===== src/rtl/rotate_pkg.sv =====
// ============================================================================
// rotate_pkg : bank index type and bank helpers shared by the rotator blocks
// Revision   : 1.0
// ============================================================================
`default_nettype none

package rotate_pkg;

  typedef logic [1:0] bank_t;

  localparam bank_t NBANK_MAX = 2'd3;

  // Result is 32 bits wide; callers cast down to their own address width.
  function automatic logic [31:0] bank_base(input bank_t bank, input int unsigned bufsize);
    return 32'(bank) * bufsize;
  endfunction

  function automatic bank_t third_bank(input bank_t a, input bank_t b);
    return NBANK_MAX - a - b;
  endfunction

endpackage

`default_nettype wire


===== src/rtl/sat_cnt8.sv =====
// ============================================================================
// sat_cnt8 : 8-bit event counter that sticks at 255, cleared by sync reset
// Revision : 1.0
// ============================================================================
`default_nettype none

module sat_cnt8 (
  input  logic       clk,
  input  logic       reset,
  input  logic       inc_i,
  output logic [7:0] cnt_o
);

  logic [7:0] cnt_q;
  logic [7:0] cnt_d;

  always_comb begin
    cnt_d = cnt_q;
    if (inc_i && (cnt_q != 8'hFF)) begin
      cnt_d = cnt_q + 8'd1;
    end
  end

  always_ff @(posedge clk) begin
    if (reset) begin
      cnt_q <= 8'd0;
    end else begin
      cnt_q <= cnt_d;
    end
  end

  assign cnt_o = cnt_q;

endmodule

`default_nettype wire


===== src/rtl/rotate_bank_sched.sv =====
// ============================================================================
// rotate_bank_sched : picks write/read banks of the rotator frame buffer
// Revision          : 1.0
// ============================================================================
`default_nettype none

module rotate_bank_sched
  import rotate_pkg::*;
#(
  parameter int unsigned BUFSIZE = 76800,
  parameter int unsigned AW      = 18,
  parameter int unsigned TRIPLE  = 1
) (
  input  logic          clk,
  input  logic          reset,
  input  logic          wr_frame_start,
  input  logic          rd_frame_start,
  input  logic          freeze,
  output logic [1:0]    wr_bank,
  output logic [1:0]    rd_bank,
  output logic [AW-1:0] wr_base,
  output logic [AW-1:0] rd_base,
  output logic          wr_en_gate,
  output logic          rd_valid,
  output logic [7:0]    drop_cnt,
  output logic [7:0]    repeat_cnt
);

  localparam bank_t         C_WR_RST   = 2'd0;
  localparam bank_t         C_RD_RST   = (TRIPLE != 0) ? 2'd2 : 2'd1;
  localparam logic [AW-1:0] C_RD_BASE0 = AW'(bank_base(C_RD_RST, BUFSIZE));

  bank_t         wr_bank_q, wr_bank_d;
  bank_t         rd_bank_q, rd_bank_d;
  bank_t         ready_bank_q, ready_bank_d;
  logic          ready_valid_q, ready_valid_d;
  logic          started_q, started_d;
  logic          wr_en_q, wr_en_d;
  logic          rd_valid_q, rd_valid_d;
  logic [AW-1:0] wr_base_q, rd_base_q;

  logic  w_publish;
  logic  w_take;
  logic  w_drop_inc;
  logic  w_repeat_inc;
  bank_t w_next_wr;

  assign w_publish = wr_frame_start & started_q;
  assign w_take    = rd_frame_start & ~freeze;

  // Triple mode writes into the bank nobody else owns; legacy mode just flips.
  assign w_next_wr = (TRIPLE != 0) ? third_bank(wr_bank_q, rd_bank_q)
                                   : {1'b0, ~wr_bank_q[0]};

  always_comb begin
    wr_bank_d     = wr_bank_q;
    rd_bank_d     = rd_bank_q;
    ready_bank_d  = ready_bank_q;
    ready_valid_d = ready_valid_q;
    started_d     = started_q;
    wr_en_d       = wr_en_q;
    rd_valid_d    = rd_valid_q;
    w_drop_inc    = 1'b0;
    w_repeat_inc  = 1'b0;

    if (wr_frame_start && !started_q) begin
      started_d = 1'b1;
      wr_en_d   = 1'b1;
    end

    if (w_publish) begin
      ready_bank_d  = wr_bank_q;
      ready_valid_d = 1'b1;
      w_drop_inc    = ready_valid_q;
      wr_bank_d     = w_next_wr;
    end

    // A read arriving with a publish grabs the frame just closed.
    if (rd_frame_start) begin
      if (w_take && w_publish) begin
        rd_bank_d     = wr_bank_q;
        ready_valid_d = 1'b0;
        rd_valid_d    = 1'b1;
      end else if (w_take && ready_valid_q) begin
        rd_bank_d     = ready_bank_q;
        ready_valid_d = 1'b0;
        rd_valid_d    = 1'b1;
      end else if (rd_valid_q) begin
        w_repeat_inc = 1'b1;
      end
    end
  end

  always_ff @(posedge clk) begin
    if (reset) begin
      wr_bank_q     <= C_WR_RST;
      rd_bank_q     <= C_RD_RST;
      ready_bank_q  <= 2'd0;
      ready_valid_q <= 1'b0;
      started_q     <= 1'b0;
      wr_en_q       <= 1'b0;
      rd_valid_q    <= 1'b0;
      wr_base_q     <= '0;
      rd_base_q     <= C_RD_BASE0;
    end else begin
      wr_bank_q     <= wr_bank_d;
      rd_bank_q     <= rd_bank_d;
      ready_bank_q  <= ready_bank_d;
      ready_valid_q <= ready_valid_d;
      started_q     <= started_d;
      wr_en_q       <= wr_en_d;
      rd_valid_q    <= rd_valid_d;
      wr_base_q     <= AW'(bank_base(wr_bank_d, BUFSIZE));
      rd_base_q     <= AW'(bank_base(rd_bank_d, BUFSIZE));
    end
  end

  sat_cnt8 u_drop_cnt (
    .clk   (clk),
    .reset (reset),
    .inc_i (w_drop_inc),
    .cnt_o (drop_cnt)
  );

  sat_cnt8 u_repeat_cnt (
    .clk   (clk),
    .reset (reset),
    .inc_i (w_repeat_inc),
    .cnt_o (repeat_cnt)
  );

  assign wr_bank    = wr_bank_q;
  assign rd_bank    = rd_bank_q;
  assign wr_base    = wr_base_q;
  assign rd_base    = rd_base_q;
  assign wr_en_gate = wr_en_q;
  assign rd_valid   = rd_valid_q;

endmodule

`default_nettype wire


===== config.mk =====
export PLATFORM = sky130hd
export DESIGN_NAME = rotate_bank_sched
export DESIGN_NICKNAME = d
export VERILOG_FILES = /design/src/rtl/rotate_pkg.sv /design/src/rtl/sat_cnt8.sv /design/src/rtl/rotate_bank_sched.sv
export SDC_FILE = /design/constraint.sdc
export NUM_CORES = 1
export LEC_CHECK = 0
export ABC_AREA = 1
export BUFFER_PORTS_ARGS = -buffer_cell sky130_fd_sc_hd__buf_2
export CAP_MARGIN = 20
export CORE_MARGIN = 2
export CORE_UTILIZATION = 50
export CTS_BUF_LIST = sky130_fd_sc_hd__clkbuf_8 sky130_fd_sc_hd__clkbuf_16
export DETAILED_ROUTE_END_ITERATION = 8
export PLACE_DENSITY = 0.8
export SLEW_MARGIN = 40
export SYNTH_ARGS = -nofsm -noshare
export SYNTH_HDL_FRONTEND = slang
export SYNTH_HIERARCHICAL = 1
export SYNTH_SLANG_ARGS = --single-unit

===== constraint.sdc =====
create_clock -name clk -period 2.7 [get_ports clk]
set_clock_uncertainty 0.05 [all_clocks]
set_input_delay 0.27 -clock clk [delete_from_list [all_inputs] [get_ports clk]]
set_output_delay 0.27 -clock clk [all_outputs]
set_load 0.005 [all_outputs]

Yosys cells after proc, flatten, opt, wreduce, memory -nomap -nowiden
Cells that the tools add are included.
- $mul: 2
- reduce and logical (&&, ||, !) cells: 8
- bitwise gates (word level): 3
- $add $sub $neg: 4
- eq/ne operators: 2
- multiplexer cells: 15
- operators with widths (kind ; number):
    adder 8 x 1 -> 8 bit, second input constant ; 2
    multiplier 2 x 7 -> 8 bit, second input constant ; 2
    != test 8 bit, second input constant ; 2
    2-to-1 mux 1 bit ; 11
    2-to-1 mux 2 bit ; 4
    logical AND 1 bit ; 5
    AND 1 bit ; 2
    AND reduction 2 bit ; 1
    nonzero test 2 bit ; 1
    subtractor 2 bit ; 1
    subtractor 2 bit, first input constant ; 1
    zero test 1 bit ; 1
    inverter 1 bit ; 1
- logic and storage cells: 46
- output and inout port bits: 58
- bits in registers: 61

Longest topological paths before layout
Gate-level depths: netlist of run 1.
- depth in word-level cells: 7
- gate-level depth with buffers: 11
- gate-level depth less buffers: 11

Hierarchy
The synthesis of run 1 kept the hierarchy.
- modules (own cells, without submodules) (module ; area an instance (µm²) ; cells an instance ; times used):
    sat_cnt8 ; 484.2 ; 77 ; 2
    rotate_bank_sched ; 955.9 ; 122 ; 1

Least setup slack after synthesis of run 1
No wires, ideal clock.
- path type: reg-to-reg
- start point: reg wr_en_gate (netlist name)
- end point: reg u_repeat_cnt.cnt_q[3], in the netlist u_repeat_cnt/cnt_o[3]
- stages on the path, launching flop included: 12
- setup slack: 1124 ps
- required time: 2535 ps
- data arrival time: 1411 ps
- clock period less this slack: 1576 ps
- path through: dfxtp_1 -> nand2_4 -> nand2_4 -> nand2_4 -> clkinv_4 -> nor3_1 -> buf_4 -> inv_2 -> nor2_1 -> nand3_1 -> nand2_1 -> nor2_1
- RTL lines (what ; line ; text):
    end signal: assignment ; sat_cnt8.sv:28 ; cnt_q <= cnt_d;
    end: declaration ; sat_cnt8.sv:14 ; logic [7:0] cnt_q;

==> metrics.yaml, run 1 <==
sta:
  drv_slew: 0
  max_freq_mhz: 616
  finalSetupTns_ns: 0
  setup_viol: 0
  worst_slew_margin_rel_pct: 65.4
  tightest_slew_ns: 0.519
  finalHoldViolations: 0
  fin_crit_ns: 1.62
  rsz0062_at_grt: "no"
  finalCritPeriodShare_pct: 60.1
floorplanning:
  fp.dieH_um: 66.0
  dieWidth_um: 66.0
  start_util_pct: 52.2
  num_rows: 22
  dieArea_um2: 4360
  design.core.area_um2: 3690
  ios: 63
routing:
  ant_nets: 0
  wl_met3_um: 199
  route.detailed.drc: 0
  viasPerCell: 4.46
  route.met2.wl_um: 1500
  first_iter_violations: 67
  vias: 1602
  dr.pass1.iters: 4
  wirelength_met1_um: 1610
  routed_wl_um: 3360
  top_layer_used: "met4"
  wl_per_cell_um: 9.36
power:
  clkPwrFrac_pct: 36.6
  power_density_nw_per_um2: 436
  p_switching_w: 0.000222
  ir_drop_mv: 0.331
  leakage_nw: 1.11
  p_seq_share_pct: 55.2
  p_int_w: 0.000693
  p_sw_share_pct: 24.3
  combPwrFrac_pct: 8.2
layout:
  design_area_um2: 2100
  num-nets-final: 324
  fillCellCount: 375
  drive_above_1_share_pct: 26.0
  area_growth_pct: 9.04
  final_cells: 359
  diodes: 0
clock_tree:
  cts_max_level: 2
  cts_tree: "built"
  insertion_delay_ns: 0.28
  cts.repair.resized: 0
  cts_root_buffer: "clkbuf_8"
  postCtsHoldBufs: 0
  max-clock-path-buffers: 2
  post-cts-setup-buffer-count: 0
  cts_num_sinks: 33
  clkSlewWorstSetupHoldPaths_ns: 0.07
  cts_buffers: 5
synth:
  synth_edf_count: 0
  synth-xor-area-share_pct: 0
  ys.flop_type: "dfxtp_1"
  synth_compound_area_share_pct: 4.88
  async_flop_share_pct: 0
  synth_simple_gate_area_share_pct: 34.3
  synth_top_family_by_area: "simple AND/OR/NAND/NOR gates"
  syn-mean-instance-area_um2: 6.97
  synthTopCellsByCount: "56 x nand2_1, 42 x nor2_1, 35 x inv_1, 33 x dfxtp_1, 30 x buf_4"
  synth_most_common_cell: "nand2_1"
  synth_area_leaders: "dfxtp_1 34%, buf_4 12%, nand2_1 11%"
  yosys_warnings: 6
  synth-adder-area-share_pct: 4.55
  synth-seq-cells: 33
  synthCells: 276
  synth_top_area_share_pct: 34.3
  yosysUniqueCellTypes: 24
  synth.cell_area_um2: 1920
  synthMuxAreaShare_pct: 0
  synth_top_cell_by_area: "dfxtp_1"
  yosysSeqAreaShare_pct: 34.3
placed_design:
  io_buffers: 42
  postPlaceCellArea_um2: 2020
  gp_congestion: 0.861
  hpwlAfterDp_um: 2520
  dp_cells: 353
global_route:
  grt_first_pass_wirelength_um: 5880
  overflow: 0
  grt_max_degree: 17
  grtUsageTotal_pct: 17.4
  antenna_found_initial: 0
  grt_pass1_vias: 1391
critical_path:
  crit_path_start_kind: "flip-flop"
  cp_slowest_stage_delay_ns: 0.35
  crit_fanout: 12
  arrival_ns: 1.75
  crit_path_cell_trace: "nand2_4, nand2_4, nand2_4, clkinv_4, nor3_1, buf_4, nand2_1, nor2_1, nand3_1, nand2_1, nor2_1"
  cpMaxStageDelayCell: "dfxtp_1"
  cp_common_cell: "nand2_4"
  path_class: "flip-flop to flip-flop"
  critPathCaptureType: "flip-flop"
  rr_worst_depth: 11
  required_ns: 2.82
min_path:
  min_path_cells: 3
  hold_class: "input port to flip-flop"
flow_run:
  max_cap_viol_count: 0
run_status:
  status: "finished, final reports clean"
==> worst paths after layout <==
path	endpoint	startpoint	slack (ns)
setup / recovery	u_repeat_cnt/cnt_o[4]$_SDFFE_PP0P_	wr_en_gate$_SDFFE_PP0P_	1.08
hold reg to reg	rd_valid$_SDFFE_PP0P_	rd_valid$_SDFFE_PP0P_	0.42
setup reg to reg	u_repeat_cnt/cnt_o[4]$_SDFFE_PP0P_	wr_en_gate$_SDFFE_PP0P_	1.08
hold / removal	ready_valid_q$_SDFF_PP0_	freeze	0.21
==> power groups by stage <==
| stage | clock [W] | combinational [W] | sequential, W |
|---|---|---|---|
| floorplan | 0 | 0.0000753 | 0.000516 |
| global placement | 0 | 0.0000743 | 0.000515 |
| detailed placement | 0 | 0.0000751 | 0.000516 |
| CTS | 0.000349 | 0.0000753 | 0.000505 |
| global route | 0.000364 | 0.0000871 | 0.000506 |
| finish | 0.000335 | 0.0000751 | 0.000505 |
==> worst max-delay path, delay by kind of cell, from the launching register on <==
kind                   cells  cell delay, ns
buffers and inverters      2            0.28
flip-flops                 1            0.35
AND/OR/NAND/NOR            9            0.83
==> cells in the final DEF (no fill, tap or decap) <==
cell	netlist	final
a21oi_1	14	14
buf_2	0	42
buf_4	30	1
clkbuf_8	0	5
clkinv_2	0	1
clkinv_4	1	1
conb_1	1	20
dfxtp_1	33	33
ha_1	7	7
inv_1	35	35
inv_2	7	7
nand2_1	56	56
nand2_2	7	7
nand2_4	3	3
nand3_1	17	17
nand3_2	4	4
nand3b_1	1	1
nand3b_2	2	2
nand4_1	2	2
nor2_1	42	41
nor2_2	5	6
nor2_4	1	1
nor3_1	1	1
o21ai_1	3	3
o21ai_2	1	1
==> layout make-up <==
cell class	instances	area, um2	share of cell area, %
well taps	48	60.1	2.86
flip-flops and latches	33	661	31.5
inverters	43	166	7.93
clock inverters	1	5.00	0.239
clock buffers	5	68.8	3.28
repair buffers	43	218	10.4
multi-input cells	186	920	43.8
==> cells by family after synthesis <==
family                     Yosys count
and+or+nand+nor                    141
other                                1
adders and majority gates            7
buffers and inverters               76
DFF                                 33
AOI/OAI and AO/OA                   18
==> state kept, by name (all words and copies together) (netlist names) <==
register	flops
wr_en_gate	1
wr_bank	2
rd_bank	2
rd_base	4
u_drop_cnt/cnt_o	8
ready_valid_q	1
wr_base	4
u_repeat_cnt/cnt_o	8
rd_valid	1
ready_bank_q	2
==> layer usage <==
metal | vias up | GRT usage (%)
li1 | 864 | -
met1 | 685 | 22.2
met2 | 48 | 28.0
met3 | 5 | 3.75
met4 | 0 | 7.65
met5 | - | 0
==> through the flow <==
step / total power [W] / util [%] / setup slack, ns / hold WS (ns)
after global routing: 0.000957 / 56.9 / 0.948 / 0.211
after floorplan: 0.000591 / - / 1.12 / 0.289
final: 0.000915 / 56.9 / 1.08 / 0.207
after detailed placement: 0.000591 / 54.8 / 0.895 / 0.411
after CTS: 0.000929 / 56.8 / 0.880 / 0.199
after global placement: 0.000589 / 54.8 / 0.997 / 0.415
Note: power is estimated with default switching activity, not from simulation.
==> inputs of run 2 (changes only) <==
clock period = 1.6 ns   (was 2.7 ns; I/O delays follow)
==> run 2 against run 1 <==
Effect of this change: critical path type unchanged; global-route usage rose by 0.41 points; cell area is 5.8% higher; utilization increased by 3.3 points; die area stayed put; sequential share of layout area fell by 1.7 points.
==> metrics.yaml, run 2 (synthesized netlist as in run 1, its figures left out) <==
routing:
  dr.pass1.iters: 4  # unchanged
  route.detailed.drc: 0  # unchanged
  ant_nets: 0  # unchanged
  vias: 1675  # +4.6%
  first_iter_violations: 87  # +30%
  routed_wl_um: 3600  # +7.0%
  wl_per_cell_um: 9.77  # +4.4%
  viasPerCell: 4.55  # +2.0%
sta:
  max_freq_mhz: 673  # +9.4%
  rsz0062_at_grt: "no"
  drv_slew: 0  # unchanged
  finalHoldViolations: 0  # unchanged
  finalCritPeriodShare_pct: 92.8  # +33 points
  setup_viol: 0  # unchanged
  finalSetupTns_ns: 0  # unchanged
  fin_crit_ns: 1.48  # -0.139 ns
floorplanning:
  design.core.area_um2: 3690  # unchanged
  ios: 63  # unchanged
  dieWidth_um: 66.0  # unchanged
  start_util_pct: 52.2  # unchanged
  dieArea_um2: 4360  # unchanged
  num_rows: 22  # unchanged
  fp.dieH_um: 66.0  # unchanged
global_route:
  antenna_found_initial: 0  # unchanged
  grt_first_pass_wirelength_um: 6020  # +2.3%
  grt_max_degree: 17  # unchanged
  grtUsageTotal_pct: 17.8  # +0.41 points
  grt_pass1_vias: 1420  # +2.1%
  overflow: 0  # unchanged
clock_tree:
  insertion_delay_ns: 0.28  # about the same
  max-clock-path-buffers: 2  # unchanged
  cts_num_sinks: 33  # unchanged
  cts_max_level: 2  # unchanged
  cts_root_buffer: "clkbuf_8"
  cts_tree: "built"
  clkSlewWorstSetupHoldPaths_ns: 0.07  # about the same
  cts_buffers: 5  # unchanged
  postCtsHoldBufs: 0  # unchanged
layout:
  area_growth_pct: 15.4
  drive_above_1_share_pct: 28.7  # +2.7 points
  fillCellCount: 370  # -1.3%
  final_cell_mix: "56 x nand2_1, 43 x buf_2, 41 x nor2_1"
  final_common_cell: "nand2_1"
  seqCellArea_um2: 662  # +0.19%
  multi_input_comb_area_um2: 931  # +1.2%
  diodes: 0  # unchanged
  num-nets-final: 331  # +2.2%
  design_area_um2: 2220  # +5.8%
power:
  power_density_nw_per_um2: 862  # +98%
  ir_drop_mv: 0.566  # +71%
  leakage_nw: 1.17  # +6.2%
placed_design:
  postPlaceCellArea_um2: 2040  # +1.1%
  gp_congestion: 0.836  # -2.8%
  hpwlAfterDp_um: 2650  # +5.1%
  io_buffers: 42  # unchanged
critical_path:
  crit_fanout: 8  # -4
  required_ns: 1.72  # -1.10 ns
  reg2reg_slack_ns: 0.12  # -0.96 ns
  path_class: "flip-flop to flip-flop"
  critPathCaptureType: "flip-flop"
  arrival_ns: 1.60  # -0.15 ns
  crit_path_start_kind: "flip-flop"
run_status:
  status: "finished, final reports clean"
min_path:
  hold_class: "input port to flip-flop"
flow_run:
  max_cap_viol_count: 0  # unchanged
run 2: stage by stage:
step / cells / util (%) / worst slack (ns) / hold WS [ns] / power (W)
2_1_floorplan: 295 / - / 0.0236 / 0.179 / 0.000997
3_3_place_gp: 356 / 55.4 / 0.102 / 0.382 / 0.000999
3_5_place_dp: 356 / 55.4 / 0.0689 / 0.393 / 0.00100
4_1_cts: 364 / 59.1 / 0.0586 / 0.0917 / 0.00194
5_1_grt: 368 / 60.2 / 0.00335 / 0.122 / 0.00199
6_report: 368 / 60.2 / 0.115 / 0.0949 / 0.00191
run 2: critical path, stage by stage, from the launching register on:
cell and delay, ns:
dfxtp_1 0.40, nand2_4 0.07, buf_4 0.17, inv_2 0.08, nand3_1 0.06, nand2_1 0.06, nand2_1 0.10, ha_1 0.30
inv_1 0.05, nor2_1 0.03
run 2: layout make-up:
type,count,share of cell area [%]
clock buffers,5,3.10
clock inverters,3,2.93
inverters,43,7.49
multi-input cells,186,41.9
flip-flops and latches,33,29.8
well taps,48,2.70
repair buffers,50,12.1
run 2: worst paths after layout:
check	from	endpoint	cells past startpoint
worst max-delay path	wr_en_gate$_SDFFE_PP0P_	wr_base[11]$_SDFF_PP0_	9
worst min-delay path	wr_frame_start	wr_en_gate$_SDFFE_PP0P_	3
worst max register to register	wr_en_gate$_SDFFE_PP0P_	wr_base[11]$_SDFF_PP0_	9
worst min register to register	u_repeat_cnt/cnt_o[6]$_SDFFE_PP0P_	u_repeat_cnt/cnt_o[6]$_SDFFE_PP0P_	2
run 2: per-layer routing:
metal  part of all wire, %  vias up  track usage, %
li1                      -      874               -
met1                    46      754            22.0
met2                    48       43            29.4
met3                   5.2        4            4.09
met4                   1.1        0            7.91
met5                     0        -               0
run 2: repair_timing:
item	in CTS	in global routing
endpoints found under the setup margin	0	4
buffers inserted	0	3
resized for setup	0	5
run 2: where the power goes:
group          internal, W  switching, W
Combinational    0.0000520     0.0000894
Clock             0.000619      0.000304
Sequential        0.000838     0.0000117
Total              0.00151      0.000405
==> inputs of run 3 (changes only) <==
CTS_BUF_LIST = not set   (was sky130_fd_sc_hd__clkbuf_8 sky130_fd_sc_hd__clkbuf_16)
clock period = 1.9 ns   (was 1.6 ns; I/O delays follow)
==> run 3 against run 2 <==
Effect of this change: clock-buffer cell count did not move; clock power fell by 48%; cell count fell by 1.9%; first-iteration DRC count fell by 45%; hold slack improved by 0.032 ns; non-clock buffer count fell by 5; sequential power fell by 16%; maximum frequency fell by 8.0%; total power fell by 32%; via count fell by 3.1%; cell area fell by 5.0%; largest cell class unchanged; largest power group is now sequential cells.
==> metrics.yaml, run 3 (synthesized netlist as in run 1, its figures left out) <==
run_status:
  status: "finished, final reports clean"
clock_tree:
  cts_num_sinks: 33  # unchanged
  clkSlewWorstSetupHoldPaths_ns: 0.06  # about the same
  insertion_delay_ns: 0.28  # about the same
  cts_buffers: 5  # unchanged
  max-clock-path-buffers: 2  # unchanged
  cts.repair.resized: 0  # unchanged
  cts_max_level: 2  # unchanged
  cts_tree: "built"
  postCtsHoldBufs: 0  # unchanged
  post-cts-setup-buffer-count: 0  # unchanged
  cts_root_buffer: "clkbuf_8"
sta:
  finalCritPeriodShare_pct: 84.9  # -7.9 points
  finalHoldViolations: 0  # unchanged
  rsz0062_at_grt: "no"
  setup_viol: 0  # unchanged
  fin_crit_ns: 1.61  # +0.129 ns
  max_freq_mhz: 620  # -8.0%
  finalSetupTns_ns: 0  # unchanged
  drv_slew: 0  # unchanged
layout:
  diodes: 0  # unchanged
  fillCellCount: 386  # +4.3%
  final_cell_mix: "56 x nand2_1, 42 x nor2_1, 42 x buf_2"
  drive_above_1_share_pct: 26.2  # -2.6 points
  num-nets-final: 326  # -1.5%
  final_cells: 361  # -1.9%
  final_common_cell: "nand2_1"
  area_growth_pct: 9.69
global_route:
  grtUsageTotal_pct: 17.0  # -0.78 points
  overflow: 0  # unchanged
  grt_first_pass_wirelength_um: 5730  # -4.8%
  grt_max_degree: 17  # unchanged
  antenna_found_initial: 0  # unchanged
  grt_pass1_vias: 1357  # -4.4%
flow_run:
  max_cap_viol_count: 0  # unchanged
power:
  leakage_nw: 1.12  # -4.9%
  finalPower_w: 0.00130  # -32%
  power_density_nw_per_um2: 618  # -28%
  p_sw_share_pct: 24.4  # +3.2 points
  p_seq_share_pct: 54.8  # +10 points
  combPwrFrac_pct: 8.4  # +1.0 points
  p_int_w: 0.000986  # -35%
  ir_drop_mv: 0.373  # -34%
  p_switching_w: 0.000318  # -22%
  clkPwrFrac_pct: 36.8  # -11 points
routing:
  vias: 1623  # -3.1%
  first_iter_violations: 48  # -45%
  viasPerCell: 4.50  # -1.2%
  ant_nets: 0  # unchanged
  wl_per_cell_um: 9.52  # -2.6%
  dr.pass1.iters: 4  # unchanged
  route.detailed.drc: 0  # unchanged
  routed_wl_um: 3440  # -4.4%
floorplanning:
  ios: 63  # unchanged
  fp.dieH_um: 66.0  # unchanged
  dieWidth_um: 66.0  # unchanged
  dieArea_um2: 4360  # unchanged
  start_util_pct: 52.2  # unchanged
  design.core.area_um2: 3690  # unchanged
  num_rows: 22  # unchanged
critical_path:
  path_delay_family: "simple AND/OR/NAND/NOR gates"
  cp_common_cell: "nand2_4"
  crit_buf_inv: 2  # -1
  path_class: "flip-flop to flip-flop"
  cpMaxStageDelayCell: "dfxtp_1"
  cp_slowest_stage_delay_ns: 0.35  # -0.05 ns
  critPathCaptureType: "flip-flop"
  crit_path_cell_trace: "nand2_4, nand2_4, nand2_4, clkinv_4, nor3_1, buf_4, nand2_1, nor2_1, nand3_1, nand2_1, nor2_1"
  arrival_ns: 1.74  # +0.14 ns
  crit_fanout: 12  # +4
  required_ns: 2.03  # +0.31 ns
  crit_path_start_kind: "flip-flop"
placed_design:
  io_buffers: 42  # unchanged
  gp_congestion: 0.807  # -3.5%
  dp_cells: 355  # -0.28%
  hpwlAfterDp_um: 2640  # -0.46%
min_path:
  hold_class: "input port to flip-flop"
==> run 3: changes by cell type in the layout (fill, tap and decap cells not counted), sizes merged <==
cell    previous run  this run
bufinv             2         0
buf               50        45
==> run 3: final cells by class <==
class	instances	area, um2	area share, %
Clock buffer	5	68.8	3.26
Clock inverter	1	5.00	0.237
Inverter	43	166	7.88
Multi-Input combinational cell	186	917	43.5
Sequential cell	33	661	31.3
Tap cell	48	60.1	2.85
Timing Repair Buffer	45	233	11.0
==> run 3: power groups by stage <==
stage | Sequential [W] | Clock, W | Combinational, W
after floorplan | 0.000733 | 0 | 0.000107
after detailed placement | 0.000731 | 0 | 0.000111
after CTS | 0.000715 | 0.000496 | 0.000111
final | 0.000715 | 0.000479 | 0.000110
after global placement | 0.000730 | 0 | 0.000109
after global routing | 0.000717 | 0.000530 | 0.000128
==> run 3: routing by layer <==
metal  wire, um  global-route usage (%)
met3        215                    5.11
met2       1620                    29.9
met1       1550                    19.3
met5          0                       0
met4         46                    6.12
==> run 3: final timing paths <==
check	depth (start not counted)	from	to	slack, ns
setup / recovery	11	wr_en_gate$_SDFFE_PP0P_	u_repeat_cnt/cnt_o[4]$_SDFFE_PP0P_	0.29
setup reg to reg	11	wr_en_gate$_SDFFE_PP0P_	u_repeat_cnt/cnt_o[4]$_SDFFE_PP0P_	0.29
hold reg to reg	2	u_repeat_cnt/cnt_o[6]$_SDFFE_PP0P_	u_repeat_cnt/cnt_o[6]$_SDFFE_PP0P_	0.43
hold / removal	3	wr_frame_start	wr_en_gate$_SDFFE_PP0P_	0.13
==> run 3: tightest hold or removal path, delay by kind of cell <==
kind,cells,cell delay (ns)
buffers and inverters,1,0.12
AND/OR/NAND/NOR,2,0.12
==> run 3: through the flow <==
stage	util (%)	setup WS (ns)	hold slack [ns]	instance area (um2)
floorplan	-	0.324	0.209	2000
global placement	55.2	0.366	0.408	2040
detailed placement	55.2	0.296	0.415	2040
CTS	57.2	0.282	0.117	2110
global route	57.2	0.101	0.145	2110
finish	57.2	0.286	0.127	2110
